[src/rtl/traffic_sched.sv]
// Pedestrian/rush sequencer for the two-road traffic-light fsm.
// Optional emergency override is compiled in with `define TRAFFIC_SCHED_EMERG_EN.
module traffic_sched #(
  parameter int CNT_W    = 8,
  parameter int WALK_CYC = 8,
  parameter int COOL_CYC = 4,
  parameter int WAIT_MAX = 32,
  parameter int RUSH_MIN = 16
) (
  input  logic       i_clk,
  input  logic       i_rstn,
  input  logic       i_ped_req_a,
  input  logic       i_ped_req_b,
  input  logic       i_rush_req,
`ifdef TRAFFIC_SCHED_EMERG_EN
  input  logic       i_emerg,
`endif
  input  logic [1:0] i_light_a,
  input  logic [1:0] i_light_b,
  output logic       o_mode_p,
  output logic       o_mode_r,
  output logic       o_walk_a,
  output logic       o_walk_b,
  output logic       o_ack_a,
  output logic       o_ack_b,
  output logic       o_busy,
  output logic [2:0] o_state
);

  typedef enum logic [2:0] {
    S_IDLE     = 3'd0,
    S_PED_WAIT = 3'd1,
    S_PED_WALK = 3'd2,
    S_RUSH     = 3'd3,
    S_COOL     = 3'd4,
    S_EMERG    = 3'd5
  } state_t;

  localparam logic [1:0]       LIGHT_RED = 2'b00;
  localparam logic [CNT_W-1:0] WALK_LD   = CNT_W'(WALK_CYC - 1);
  localparam logic [CNT_W-1:0] COOL_LD   = CNT_W'(COOL_CYC - 1);
  localparam logic [CNT_W-1:0] WAIT_LD   = CNT_W'(WAIT_MAX - 1);
  localparam logic [CNT_W-1:0] RUSH_LD   = CNT_W'(RUSH_MIN - 1);
  localparam logic [CNT_W-1:0] CNT_ONE   = CNT_W'(1);

  state_t           state;
  logic             grant;   // 0 = crosswalk A, 1 = crosswalk B
  logic             rr_ptr;
  logic             pend_a;
  logic             pend_b;
  logic             ack_q;
  logic [CNT_W-1:0] count;
  logic [1:0]       light_sel;
  logic             any_pend;

  assign light_sel = grant ? i_light_b : i_light_a;
  assign any_pend  = pend_a | pend_b;

  always_ff @(posedge i_clk or negedge i_rstn) begin
    if (!i_rstn) begin
      state  <= S_IDLE;
      grant  <= 1'b0;
      rr_ptr <= 1'b0;
      pend_a <= 1'b0;
      pend_b <= 1'b0;
      ack_q  <= 1'b0;
      count  <= '0;
    end else begin
      ack_q <= 1'b0;
      // A press for the crosswalk already walking is dropped, not queued.
      if (i_ped_req_a && !(state == S_PED_WALK && grant == 1'b0)) pend_a <= 1'b1;
      if (i_ped_req_b && !(state == S_PED_WALK && grant == 1'b1)) pend_b <= 1'b1;
`ifdef TRAFFIC_SCHED_EMERG_EN
      if (i_emerg) begin
        state <= S_EMERG;
        count <= '0;
      end else
`endif
      case (state)
        S_IDLE: begin
          if (any_pend) begin
            state <= S_PED_WAIT;
            grant <= (pend_a && pend_b) ? rr_ptr : pend_b;
            count <= WAIT_LD;
          end else if (i_rush_req) begin
            state <= S_RUSH;
            count <= RUSH_LD;
          end
        end
        S_PED_WAIT: begin
          if (light_sel == LIGHT_RED) begin
            state <= S_PED_WALK;
            count <= WALK_LD;
            ack_q <= 1'b1;
          end else if (count == '0) begin
            state <= S_COOL;
            count <= COOL_LD;
          end else begin
            count <= count - CNT_ONE;
          end
        end
        S_PED_WALK: begin
          if (count == '0) begin
            state  <= S_COOL;
            count  <= COOL_LD;
            rr_ptr <= ~rr_ptr;
            if (grant) pend_b <= 1'b0;
            else       pend_a <= 1'b0;
          end else begin
            count <= count - CNT_ONE;
          end
        end
        S_RUSH: begin
          if (!i_rush_req || (any_pend && count == '0)) begin
            state <= S_COOL;
            count <= COOL_LD;
          end else if (count != '0) begin
            count <= count - CNT_ONE;
          end
        end
        S_COOL: begin
          if (count == '0) begin
            state <= S_IDLE;
            count <= '0;
          end else begin
            count <= count - CNT_ONE;
          end
        end
`ifdef TRAFFIC_SCHED_EMERG_EN
        S_EMERG: begin
          state <= S_COOL;
          count <= COOL_LD;
        end
`endif
        default: begin
          state <= S_IDLE;
          count <= '0;
        end
      endcase
    end
  end

  assign o_mode_p = (state == S_PED_WAIT) || (state == S_PED_WALK) || (state == S_EMERG);
  assign o_mode_r = (state == S_RUSH);
  assign o_walk_a = (state == S_PED_WALK) && !grant;
  assign o_walk_b = (state == S_PED_WALK) && grant;
  assign o_ack_a  = ack_q && !grant;
  assign o_ack_b  = ack_q && grant;
  assign o_busy   = (state != S_IDLE);
  assign o_state  = state;

endmodule

[config.mk]
export PLATFORM = sky130hd
export DESIGN_NAME = traffic_sched
export DESIGN_NICKNAME = d
export VERILOG_FILES = /design/src/rtl/traffic_sched.sv
export SDC_FILE = /design/constraint.sdc
export NUM_CORES = 1
export LEC_CHECK = 0
export BUFFER_PORTS_ARGS = -buffer_cell sky130_fd_sc_hd__buf_2
export CORE_MARGIN = 2
export CORE_UTILIZATION = 50
export CTS_BUF_LIST = sky130_fd_sc_hd__clkbuf_8
export DETAILED_ROUTE_END_ITERATION = 10
export PLACE_DENSITY = 0.75
export SYNTH_ARGS = -nofsm -noshare
export SYNTH_HDL_FRONTEND = slang
export SYNTH_SLANG_ARGS = --single-unit
[constraint.sdc]
create_clock -name i_clk -period 2 [get_ports i_clk]
set_clock_uncertainty 0.1 [all_clocks]
set_input_delay 0.4 -clock i_clk [delete_from_list [all_inputs] [get_ports i_clk]]
set_output_delay 0.4 -clock i_clk [all_outputs]
set_load 0.03 [all_outputs]
==> metrics.cfg, run 1 <==
[outcome]
outcome = finished clean

[floorplan]
coreArea_um2 = 2148
rows = 17
io_pins = 19
die-area_um2 = 2605
die_height_um = 51.04
fp.dieW_um = 51.04
start_util_pct = 51.49

[global_route]
gr-total-overflow = 0
grt_first_pass_wirelength_mm = 4.609
first_global_vias = 998
grt.total_usage_pct = 23.71
grt_max_degree = 17
antenna_found_initial = 0

[power]
total_power_mw = 2.195
powerDensity_nw_per_um2 = 1589
vdd_drop_max_uv = 1116
p_leak_nw = 0.6291

[finish]
area.growth.synth_to_final_pct = 24.89
nets = 175
antennaDiodeCount = 0
finalNonFillerCells = 190
drive_gt1_share_pct = 27.78
stdcell_area_um2 = 1381

[placement]
gp_congestion = 0.8622
dp.cells = 186
place_ws_ns = 0.08886
hpwl_mm = 2.163
place_area_um2 = 1286
io_buffers = 18

[timing]
hold_slack_ns = 0.2840
setup_ws_ns = 0.07153
slew_viol_final = 0
setup-violations-final = 0
worst_slew_pin_slew_ns = 0.5852
relSlewSlack_pct = 59.98
period_needed_ns = 1.928
fmax_mhz = 518.5
finalCritPeriodShare_pct = 96.42
hold_viol = 0

[setup_path]
critPathKind = reg2out
cp_data_required_time_ns = 1.50
cp-end-kind = output pin
startpoint_type = flip-flop
worst-endpoint-arrival_ns = 1.43
cp_max_fo = 13

[job]
max-cap-violations = 0

[drt]
wl_per_cell_um = 14.92
route.detailed.drc = 0
first_pass_iters = 4
num_vias = 1157
vias_per_cell = 6.089
drtIter0Drc = 50
wl_mm = 2.834
drtAntennaViolNets = 0

[cts]
clock_latency_ns = 0.25
cts.clk_slew.worst_paths_ns = 0.06
cts_tree = done
clockBufferDepth = 2
cts.root.buffer_cell = clkbuf_8
cts_max_level = 1
cts_buffers = 3
cts.sinks = 16

[yosys]
ys.warnings.count = 0
synth_area_um2 = 1106
ys_seq_area_share_pct = 36.20
synth.avg_cell_area_um2 = 8.193
synthCells = 135
synth_nets = 146
synth_seq_cells = 16
ys_types = 43

[hold_path]
hold_path.class = in2reg

[final timing paths]
| path | start | end | slack (ns) | depth (start not counted) |
|---|---|---|---|---|
| max in group asynchronous | i_rstn | o_state[0] | 1.03 | 2 |
| hold reg to reg | rr_ptr | rr_ptr | 0.40 | 1 |
| setup / recovery | o_state[0] | o_busy | 0.07 | 5 |
| hold / removal | i_ped_req_a | pend_a | 0.28 | 3 |
| setup reg to reg | count[0] | count[0] | 0.10 | 7 |
| min in group asynchronous | i_rstn | pend_a | 0.50 | 2 |
[layout by cell type (no fill, tap or decap), types with 3 or more instances in the layout]
cell type	n
nor2_1	7
nor2b_1	3
nand2_1	16
inv_1	7
dfrtp_1	16
a21oi_1	10
buf_2	17
nand2b_1	6
o22ai_1	3
clkbuf_8	3
nor3_1	4
buf_4	11
o21ai_0	7
[report_power, final]
group / leakage, nW / internal, mW / switching (mW)
logic: 0.414 / 0.575 / 0.792
registers: 0.194 / 0.447 / 0.141
clock network: 0.0216 / 0.133 / 0.106
[cell families after synthesis]
group	after synthesis	synth area share [%]
xor gates and xnor gates	1	0.7920
DFF	16	36.20
AOI/OAI and AO/OA	44	27.04
buffers and inverters	14	5.544
and+or+nand+nor	58	28.17
adders and majority gates	2	2.262
[synthesized netlist by cell type (all sizes together)]
cell type | instances | area, um^2
dfrtp | 16 | 400.4
nand2 | 16 | 60.06
a21oi | 11 | 55.05
o21ai | 9 | 45.04
nor2 | 8 | 30.03
inv | 7 | 26.28
nand2b | 6 | 37.54
nor3 | 6 | 30.03
buf | 5 | 27.53
nor3b | 4 | 35.03
or2 | 4 | 25.03
a2111oi | 3 | 26.28
a21o | 3 | 23.77
and2 | 3 | 18.77
nor2b | 3 | 18.77
o22ai | 3 | 18.77
clkbuf | 2 | 7.510
ha | 2 | 25.02
nand3 | 2 | 10.01
nand4 | 2 | 12.51
o22a | 2 | 17.52
o31ai | 2 | 20.02
or3 | 2 | 12.51
a211o | 1 | 8.760
a21boi | 1 | 7.510
a221o | 1 | 10.01
a221oi | 1 | 8.760
a22o | 1 | 8.760
a31oi | 1 | 6.260
nor4 | 1 | 12.51
o2111ai | 1 | 8.760
o21a | 1 | 7.510
o21bai | 1 | 7.510
o2bb2ai | 1 | 8.760
o311a | 1 | 10.01
or3b | 1 | 8.760
xnor2 | 1 | 8.760
[what timing repair did]
action                                  CTS  global route
endpoints found under the setup margin    1            12
setup buffers                             0             0
pin swaps                                 0             0
resized for setup                         1            11
endpoints found under the hold margin    16             0
hold buffers                              1             0
[critical path, stage by stage (launching register included)]
cell	delay, ns
dfrtp_1	0.40
buf_4	0.19
nor3_2	0.16
buf_4	0.16
inv_1	0.08
buf_2	0.18
[metrics by stage]
step                util (%)   TNS, ns
floorplan                  -         0
global placement       59.87         0
detailed placement     59.87         0
CTS                    62.38         0
global route           64.30  -0.01085
finish                 64.30         0
[per-layer routing]
| layer | routed length (um) | up-vias | track usage, % |
|---|---|---|---|
| li1 | - | 547 | - |
| met1 | 1260 | 546 | 31.73 |
| met2 | 1329 | 56 | 37.88 |
| met3 | 192 | 8 | 3.216 |
| met4 | 52 | 0 | 10.81 |
| met5 | 0 | - | 0 |
[registers in the layout (all words and copies together) (netlist names)]
signal / flops
pend_a: 1
o_state: 3
pend_b: 1
rr_ptr: 1
ack_q: 1
count: 8
grant: 1
[cell type report]
class                      count  area [um^2]
sequential                    16        400.4
timing repair buffer          31        200.2
fill                         192        767.0
clock buffer                   3        41.29
tap                           28        35.03
multi-input combinational    105        678.2
inverter                       7        26.28
Note: power is estimated with default switching activity, not from simulation.
==> inputs of run 2 (changes only) <==
==> constraint.sdc (replaced) <==
create_clock -name i_clk -period 2 [get_ports i_clk]
set_clock_uncertainty 0.1 [all_clocks]
set_input_delay 0.1 -clock i_clk [delete_from_list [all_inputs] [get_ports i_clk]]
set_output_delay 0.1 -clock i_clk [all_outputs]
set_load 0.03 [all_outputs]
==> run 2 against run 1 <==
Maximum frequency fell by 0.56%. Worst hold slack worse by 0.26 ns. Via count is 1.1% lower. Non-clock buffer count unchanged. Combinational power increased by 7%. Die area did not move. Core utilization up 0.87 points. Register-to-register slack worse by 0.04 ns. Critical endpoint is now count[1]. Largest power group unchanged.
==> metrics.cfg, run 2 (synthesis gave the netlist of run 1 again) <==
[cts]
cts.sinks = 16
cts.clk_slew.worst_paths_ns = 0.06
cts_tree = done
cts_buffers = 3
cts_max_level = 1
clock_latency_ns = 0.25
clockBufferDepth = 2
cts.root.buffer_cell = clkbuf_8

[setup_path]
cp-end-kind = flip-flop
critPathKind = reg2reg
cp_data_required_time_ns = 2.08
worst-endpoint-arrival_ns = 2.02
startpoint_type = flip-flop
cp_max_fo = 6

[placement]
io_buffers = 18
gp_congestion = 0.9546
hpwl_mm = 2.176
dp.cells = 184

[power]
powerDensity_nw_per_um2 = 1663
p_leak_nw = 0.6360
vdd_drop_max_uv = 1019

[timing]
worst_slew_pin_slew_ns = 0.5953
hold_viol = 0
setup-violations-final = 0
finalCritPeriodShare_pct = 96.97
hold_slack_ns = 0.02282
slew_viol_final = 0
fmax_mhz = 515.6
period_needed_ns = 1.939
relSlewSlack_pct = 60.21

[global_route]
grt_max_degree = 17
gr-total-overflow = 0
grt.total_usage_pct = 26.30
grt_first_pass_wirelength_mm = 4.981
antenna_found_initial = 0
first_global_vias = 1087

[floorplan]
die-area_um2 = 2605
io_pins = 19
start_util_pct = 51.49
die_height_um = 51.04
coreArea_um2 = 2148
fp.dieW_um = 51.04
rows = 17

[drt]
wl_mm = 3.113
route.detailed.drc = 0
first_pass_iters = 4
drtIter0Drc = 39
num_vias = 1144
wl_per_cell_um = 16.38
vias_per_cell = 6.021
drtAntennaViolNets = 0

[finish]
largest_reg_flops = 8
finalNonFillerCells = 190
antennaDiodeCount = 0
final_cell_mix = buf_2 (18), dfrtp_1 (16), nand2_1 (14)
drive_gt1_share_pct = 29.63
final_common_cell = buf_2
nets = 175
regMostFlops = count
fillCellCount = 196
area.growth.synth_to_final_pct = 26.58

[outcome]
outcome = finished clean

[hold_path]
hold_path.class = in2reg

[job]
max-cap-violations = 0

[run 2: changes by cell type in the layout (fill, tap and decap cells not counted), moves of 2 or more]
| cell | before | now |
|---|---|---|
| nor3b_4 | 0 | 2 |
| inv_1 | 7 | 4 |
| nand2_1 | 16 | 14 |
| a2111oi_0 | 2 | 0 |
| nor3b_2 | 2 | 0 |
| inv_2 | 0 | 3 |
[run 2: power by group]
group	total, mW	internal (mW)	switching, mW
registers	0.609	0.447	0.162
logic	1.47	0.625	0.845
clock network	0.250	0.134	0.116
total	2.33	1.21	1.12
[run 2: timing repair]
| action | CTS | global route |
|---|---|---|
| gates resized for setup | 0 | 19 |
| pin swaps | 0 | 3 |
| endpoints found under the setup margin | 2 | 9 |
| hold buffers | 2 | 0 |
| buffers inserted | 1 | 0 |
| endpoints found under the hold margin | 17 | 0 |
[run 2: final timing paths]
check	cells past startpoint	start	to	slack [ns]
setup / recovery	8	count[0]	count[1]	0.06
hold / removal	3	i_ped_req_b	pend_b	0.02
setup reg to reg	8	count[0]	count[1]	0.06
hold reg to reg	1	rr_ptr	rr_ptr	0.38
max in group asynchronous	2	i_rstn	count[5]	1.33
min in group asynchronous	2	i_rstn	o_state[1]	0.19
[run 2: final cells by class]
cell class / instances / area, um^2 / area share, %
Tap cell: 28 / 35.03 / 2.502
Multi-Input combinational cell: 105 / 700.7 / 50.04
Sequential cell: 16 / 400.4 / 28.60
Inverter: 7 / 26.28 / 1.877
Clock buffer: 3 / 41.29 / 2.949
Timing Repair Buffer: 31 / 196.4 / 14.03
[run 2: per-layer routing]
layer / wire length, um / GRT usage, % / vias to the layer above
li1: - / - / 542
met1: 1241 / 32.08 / 527
met2: 1537 / 42.21 / 56
met3: 156 / 4.386 / 19
met4: 178 / 18.02 / 0
met5: 0 / 0 / -
[run 2: per-stage QoR]
step	instance area (um^2)	utilization, %	power (mW)	TNS [ns]	setup slack [ns]
floorplan	1106	-	1.481	0	0.04527
global placement	1271	59.17	1.841	0	0.07882
detailed placement	1271	59.17	1.888	-0.02440	-0.02440
CTS	1340	62.38	2.170	0	0.02377
global route	1400	65.17	2.486	-0.06415	-0.05069
finish	1400	65.17	2.329	0	0.06067
[run 2: worst max-delay path, stage by stage, from the launching register on]
cell,delay [ns]
dfrtp_1,0.41
inv_2,0.09
ha_1,0.18
nor3b_4,0.25
buf_6,0.15
nand4_1,0.15
a21o_1,0.26
a21oi_1,0.14
o21bai_1,0.13
==> inputs of run 3 (changes only) <==
ABC_AREA = 1   (was default)
==> run 3 against run 2 <==
Global-route usage down 3.4 points. Total power decreased by 11%. Combinational power down 17%. Count of clock-buffer cells in the layout up 1. Final cell count grew 13%. Synthesized cell count rose by 19%. Non-clock buffer count decreased by 10. Highest routed layer unchanged.
==> metrics.cfg, run 3 <==
[cts]
clock_latency_ns = 0.25
cts.sinks = 16
cts.clk_slew.worst_paths_ns = 0.07
cts_max_level = 1
cts.root.buffer_cell = clkbuf_8
cts_buffers = 3
cts_tree = done
postCtsSetupBuffers = 0
clockBufferDepth = 2
cts-resized-gates = 0

[global_route]
antenna_found_initial = 0
gr-total-overflow = 0
grt_max_degree = 17
grt_first_pass_wirelength_mm = 4.450
first_global_vias = 1038
grt.total_usage_pct = 22.88

[yosys]
synth-edff-count = 0
synth_compound_area_share_pct = 8.575
yosys_most_used_dff = dfrtp_1
ys_seq_area_share_pct = 35.63
synthCells = 161
synth_area_leader_cell = dfrtp_1
ys_top_cells_by_area = dfrtp_1 (36%), nand2_1 (16%), inv_1 (7.3%), nor2_1 (7.3%), xor2_1 (4.7%)
synth_area_um2 = 1124
synthAdderAreaFrac_pct = 2.227
synthXorXnorAreaFrac_pct = 5.457
synth.avg_cell_area_um2 = 6.979
synth_top_family_by_area = simple AND/OR/NAND/NOR gates
async_flop_share_pct = 100.0
synth_nets = 172
yosys.area_share.simple_pct = 39.31
synth_top_area_share_pct = 35.63
synth_seq_cells = 16
ys_types = 26
synth.mux.area_fraction_pct = 0
synthTopCellsByCount = nand2_1 (47), inv_1 (22), nor2_1 (22), dfrtp_1 (16)
yosysMostFrequentCell = nand2_1
ys.warnings.count = 0

[power]
powerDensity_nw_per_um2 = 1563
total_power_mw = 2.077
p_leak_nw = 0.7193
vdd_drop_max_uv = 847.7

[finish]
finalNonFillerCells = 214
area.growth.synth_to_final_pct = 18.26
largest_reg_flops = 8
stdcell_area_um2 = 1329
nets = 198
antennaDiodeCount = 0
final_cell_mix = nand2_1 (47), inv_1 (22), nor2_1 (22)
regMostFlops = count
drive_gt1_share_pct = 20.97
final_common_cell = nand2_1
final_util_pct = 61.25

[setup_path]
startpoint_type = flip-flop
worst-endpoint-arrival_ns = 1.64
worstRegToRegCells = 11
cp-end-kind = output pin
critPathKind = reg2out
cp_max_fo = 7
cp_data_required_time_ns = 1.80

[drt]
wl_per_cell_um = 11.90
first_pass_iters = 4
vias_per_cell = 5.056
drtAntennaViolNets = 0
route.detailed.drc = 0
drtIter0Drc = 26
wl_mm = 2.546
num_vias = 1082

[placement]
place_ws_ns = 0.2564
dp.cells = 209
gp_congestion = 0.8746
io_buffers = 18
place_area_um2 = 1264
hpwl_mm = 1.976

[floorplan]
coreArea_um2 = 2170
start_util_pct = 51.79
rows = 17
die_height_um = 51.41
io_pins = 19
die-area_um2 = 2642
fp.dieW_um = 51.41

[timing]
hold_slack_ns = 0.04745
hold_viol = 0
setup_ws_ns = 0.1594
setup-violations-final = 0
finalCritPeriodShare_pct = 92.03
rsz0062_at_grt = true
tns_ns = 0
fmax_mhz = 543.3
slew_viol_final = 0
relSlewSlack_pct = 74.70
worst_slew_pin_slew_ns = 0.3796
period_needed_ns = 1.841

[hold_path]
hold_path.class = in2reg
min_path_cells = 3

[job]
max-cap-violations = 0

[outcome]
outcome = finished clean

==> run 3: cell count changes in the layout (fill, tap and decap cells not counted), moves of 3 or more <==
cell	change
nand2_1	+33
inv_1	+18
nor2_1	+14
a21oi_1	-8
buf_4	-8
nand2b_1	-6
nand3_1	+6
xor2_1	+6
nor3_1	-4
nor2_4	+3
nor2b_1	-3
==> run 3: layer usage <==
| metal | vias to the layer above | track usage [%] | wire length (um) |
|---|---|---|---|
| met2 | 34 | 40.81 | 1243 |
| li1 | 557 | - | - |
| met4 | 0 | 8.772 | 31 |
| met5 | - | 0 | 0 |
| met1 | 487 | 27.00 | 1118 |
| met3 | 4 | 4.094 | 152 |
==> run 3: worst max-delay path, stage by stage (launching register included) <==
cell	delay (ns)
dfrtp_1	0.48
inv_2	0.14
nand3_1	0.21
nand2_1	0.21
o21bai_1	0.13
buf_2	0.22
==> run 3: timing repair <==
action / CTS / global route
hold buffers: 1 / 0
endpoints found under the hold margin: 16 / 0
endpoints found under the setup margin: 0 / 1
==> run 3: cell families (layout without fill, tap and decap cells) <==
| logic type | count (synthesis) | after routing |
|---|---|---|
| AO/OA/AOI/OAI | 17 | 17 |
| XOR/XNOR | 7 | 7 |
| adder cells (fa/ha/maj) | 2 | 2 |
| buffers and inverters | 26 | 51 |
| flip-flops | 16 | 16 |
| AND/OR/NAND/NOR | 93 | 93 |
==> run 3: worst paths after layout <==
kind / from / end / slack [ns]
min reg2reg: rr_ptr / rr_ptr / 0.37
min: i_ped_req_a / pend_a / 0.05
max in group asynchronous: i_rstn / count[3] / 1.33
min in group asynchronous: i_rstn / count[1] / 0.20
max: o_state[2] / o_mode_p / 0.16
max reg2reg: count[0] / count[0] / 0.20
==> run 3: area by class of cell <==
type	count	area (um^2)
Multi-Input combinational cell	119	624.3
Tap cell	28	35.03
Fill cell	215	840.8
Timing Repair Buffer	21	115.1
Sequential cell	16	400.4
Clock buffer	4	55.05
Inverter	26	98.84
==> run 3: power by group <==
part | switching, mW | leakage (nW) | total [mW] | internal, mW
Sequential | 0.133 | 0.197 | 0.575 | 0.442
Combinational | 0.813 | 0.494 | 1.22 | 0.404
Clock | 0.111 | 0.0288 | 0.286 | 0.175
Total | 1.06 | 0.719 | 2.08 | 1.02
